===== src/rtl/fifo_ctrl.sv =====
// Single-clock FIFO controller for a 2**DEPTH-entry register-file memory.
// Owns the read/write pointers; read data falls through from the memory's combinational port.
module fifo_ctrl #(
  parameter int WIDTH = 8,
  parameter int DEPTH = 4,
  parameter int AFULL = 2**DEPTH - 2
) (
  input  logic             wclk,
  input  logic             wrst,
  input  logic             s_valid,
  output logic             s_ready,
  input  logic [WIDTH-1:0] s_data,
  output logic             m_valid,
  input  logic             m_ready,
  output logic [WIDTH-1:0] m_data,
  input  logic             flush,
  output logic             mem_we,
  output logic             mem_wfull,
  output logic [DEPTH-1:0] mem_waddr,
  output logic [DEPTH-1:0] mem_raddr,
  output logic [WIDTH-1:0] mem_wdata,
  input  logic [WIDTH-1:0] mem_rdata,
  output logic [DEPTH:0]   count,
  output logic             full,
  output logic             empty,
  output logic             almost_full
);

  localparam logic [DEPTH:0] L_AFULL = (DEPTH+1)'(AFULL);
  localparam logic [DEPTH:0] L_ONE   = (DEPTH+1)'(1);

  logic [DEPTH:0] r_wptr;
  logic [DEPTH:0] r_rptr;
  logic           w_full;
  logic           w_empty;
  logic           w_push;
  logic           w_pop;
  logic [DEPTH:0] w_count;

  // One extra pointer bit distinguishes full from empty when the addresses match.
  assign w_empty = (r_wptr == r_rptr);
  assign w_full  = (r_wptr[DEPTH] != r_rptr[DEPTH]) &&
                   (r_wptr[DEPTH-1:0] == r_rptr[DEPTH-1:0]);
  assign w_count = r_wptr - r_rptr;

  assign s_ready = !w_full && !wrst && !flush;
  assign w_push  = s_valid && s_ready;
  assign m_valid = !w_empty;
  assign w_pop   = m_valid && m_ready;

  assign mem_we      = w_push;
  assign mem_wfull   = w_full;
  assign mem_waddr   = r_wptr[DEPTH-1:0];
  assign mem_raddr   = r_rptr[DEPTH-1:0];
  assign mem_wdata   = s_data;
  assign m_data      = mem_rdata;
  assign count       = w_count;
  assign full        = w_full;
  assign empty       = w_empty;
  assign almost_full = (w_count >= L_AFULL);

  // Pointer update; flush shares the reset path and suppresses the pop in its cycle.
  always_ff @(posedge wclk) begin
    if (wrst || flush) begin
      r_wptr <= '0;
      r_rptr <= '0;
    end else begin
      if (w_push) begin
        r_wptr <= r_wptr + L_ONE;
      end
      if (w_pop) begin
        r_rptr <= r_rptr + L_ONE;
      end
    end
  end

endmodule

===== config.mk =====
export PLATFORM = sky130hd
export DESIGN_NAME = fifo_ctrl
export DESIGN_NICKNAME = d
export VERILOG_FILES = /design/src/rtl/fifo_ctrl.sv
export SDC_FILE = /design/constraint.sdc
export NUM_CORES = 1
export LEC_CHECK = 0
export CAP_MARGIN = 20
export CORE_ASPECT_RATIO = 0.75
export CORE_MARGIN = 3
export CORE_UTILIZATION = 30
export CTS_BUF_LIST = sky130_fd_sc_hd__clkbuf_16
export DETAILED_ROUTE_END_ITERATION = 12
export PLACE_DENSITY_LB_ADDON = 0.12
export SETUP_SLACK_MARGIN = 0.5
export SYNTH_ARGS = -nofsm -noshare
export SYNTH_HDL_FRONTEND = slang
export SYNTH_SLANG_ARGS = --single-unit

===== constraint.sdc =====
create_clock -name wclk -period 2.5 [get_ports wclk]
set_input_delay 0.5 -clock wclk [delete_from_list [all_inputs] [get_ports wclk]]
set_output_delay 0.5 -clock wclk [all_outputs]
set_load 0.01 [all_outputs]

==> flow_summary.yaml <==
outcome:
  outcome: "finished, violations left"
  violations: "setup timing"
die:
  dieArea_um2: 4020
  core_um2: 3040
  die_h_um: 55.6
  pin_count: 57
  row_count: 17
  die_x_um: 72.2
  start_util: 0.324
global_routing:
  grt-ovfl-total: 0
  grt_pass1_wl_um: 3980
  grt_pass1_vias: 891
  antenna_found_initial: 0
  grt.total_usage: 0.125
  grt_start_max_net_pins: 16
cts:
  worst_skew_pair.late_latency_ns: 0.24
  ctsRootBufferMaster: "clkbuf_16"
  htreeDepth: 1
  clock-sinks: 10
  cts.path.max_buffers: 2
  cts_tree: "yes"
  numCtsBuffers: 3
  clk_pin_slew_ns: 0.04
  cts-hold-fix-buffers: 0
logic_synthesis:
  synth_enable_flop_cells: 0
  synth_area_per_cell_um2: 8.36
  yosysUniqueCellTypes: 29
  ys_warn_count: 0
  yosysMostFrequentCell: "buf_4"
  yosysTopAreaCellShare: 0.203
  yosys-top-cells-count: "25 x buf_4, 18 x nand2_1, 10 x dfxtp_1, 10 x mux2i_1, 8 x inv_1"
  synthCells: 118
  ys_ff_latch: 10
  async_reset_ff_frac: 0
  synth.top_cells.by_area: "dfxtp_1 20%, buf_4 19%, mux2i_1 10%, ha_1 7.6%, nand2_1 6.9%"
  yosysTopAreaCell: "dfxtp_1"
  ys_seq_area_frac: 0.203
  synthFlopType: "dfxtp_1"
  synthesis.area_um2: 986
  syn_nets: 146
pwr:
  p_switching_mw: 0.120
  pwr-share-clk: 0.524
  combPwrFrac: 0.179
  power_density_nw_per_um2: 358
  swShare: 0.220
  seq_power_share: 0.297
  vdd_drop_max_mv: 0.312
  internal_power_mw: 0.425
  leakagePower_nw: 0.654
  total_power_mw: 0.545
min_path:
  min_path_type: "reg -> reg"
timing:
  period_needed_ns: 2.55
  tightest_slew_ns: 0.351
  clock.fmax_mhz: 392
  fin_crit_sh: 1.02
  maxSlewHeadroom: 0.766
  final_hold_viol_count: 0
  finalMaxSlewViolations: 0
  worst_slack_ns: -0.0540
  setup_viol: 1
  rsz0062_at_grt: "true"
  skew_ns: 0.00150
setup_path:
  start_kind: "flip-flop"
  crit_fanout: 2
  worstPathRequired_ns: 2.00
  crit_path_end_kind: "output port"
  critPathKind: "reg -> out"
  worstPathArrival_ns: 2.05
job:
  drv_cap: 0
layout:
  syn_to_final_growth_pct: 54.2
  nets: 179
  nFillCells: 289
  drive_gt1_frac: 0.533
  fin_area_um2: 1520
  fin_util: 0.500
  fin_cells: 188
  diodes: 0
drt:
  vias: 900
  wire_per_inst_um: 13.3
  firstDrtPassIters: 4
  ant_nets: 0
  drtIter0Drc: 15
  vias_per_cell: 4.79
  route.detailed.drc: 0
  drt_wl_total_um: 2500
placed_design:
  hpwl_um: 1780
  place_area_um2: 1250
  gp_congestion: 0.738
  place_inst: 174
  io_buffer_count: 24
[sequential cells by signal (all words and copies together), names as in the netlist]
| signal | count |
|---|---|
| r_rptr | 5 |
| r_wptr | 5 |
[worst max-delay path, cell delays in order (launching register included)]
cell and delay (ns):
dfxtp_2 0.32, inv_2 0.07, ha_4 0.13, inv_2 0.03
fa_2 0.52, nand2_1 0.04, or4b_1 0.48, o211ai_2 0.08
buf_2 0.15
[metrics by stage]
stage	setup slack [ns]	TNS (ns)	hold WS (ns)
6_report	-0.0540	-0.0540	0.484
5_1_grt	-0.123	-0.123	0.511
4_1_cts	-0.0480	-0.0480	0.487
3_5_place_dp	-0.255	-0.255	0.472
3_3_place_gp	-0.222	-0.222	0.461
2_1_floorplan	0.238	0	0.448
[kinds of logic after synthesis]
kind of cell	synth area share
buffers and inverters	0.249
muxes	0.102
DFF	0.203
xor gates and xnor gates	0.0432
and+or+nand+nor	0.195
adders and majority gates	0.0964
AOI/OAI and AO/OA	0.112
[path summary, 6_finish.rpt]
check,from,end,slack (ns),cells past startpoint
setup / recovery,r_wptr[0]$_SDFFE_PP0P_,almost_full,-0.05,8
hold / removal,r_rptr[3]$_SDFFE_PP0P_,r_rptr[3]$_SDFFE_PP0P_,0.48,2
setup reg to reg,r_rptr[2]$_SDFFE_PP0P_,r_rptr[4]$_SDFFE_PP0P_,0.73,7
hold reg to reg,r_rptr[3]$_SDFFE_PP0P_,r_rptr[3]$_SDFFE_PP0P_,0.48,2
[cell type report]
type / count / area [um^2] / area share
multi-input combinational: 72 / 678 / 0.446
timing repair buffer: 56 / 469 / 0.309
sequential: 10 / 214 / 0.141
clock buffer: 3 / 75.1 / 0.0494
tap: 38 / 47.5 / 0.0313
inverter: 8 / 32.5 / 0.0214
clock inverter: 1 / 3.75 / 0.00247
[layout by cell type, fill, tap and decap left out, drive strengths merged, types with 4 or more instances in the layout]
cell type / synthesis / final
buf: 28 / 43
nand2: 18 / 18
clkdlybuf4s50: 0 / 13
mux2i: 10 / 10
dfxtp: 10 / 10
inv: 8 / 9
a21oi: 6 / 6
ha: 6 / 6
or3: 5 / 5
nand4: 4 / 4
nor2: 4 / 4
[power by group through the flow]
stage	clock network (mW)	registers [mW]	logic (mW)
after floorplan	0	0.166	0.0680
after global placement	0	0.165	0.0851
after detailed placement	0	0.165	0.0847
after CTS	0.297	0.162	0.0887
after global routing	0.302	0.162	0.106
final	0.286	0.162	0.0975
[layer usage]
metal	wire length (um)	GRT usage
met1	1190	0.173
met3	166	0.0505
met2	1110	0.176
met4	37	0.0349
met5	0	0
[repair_timing]
action	CTS	global route
pin swaps	4	8
resized for setup	61	20
setup buffers	4	6
setup endpoints to repair	11	11
endpoints found under the hold margin	0	0
Power figures use the tool's default switching activity.
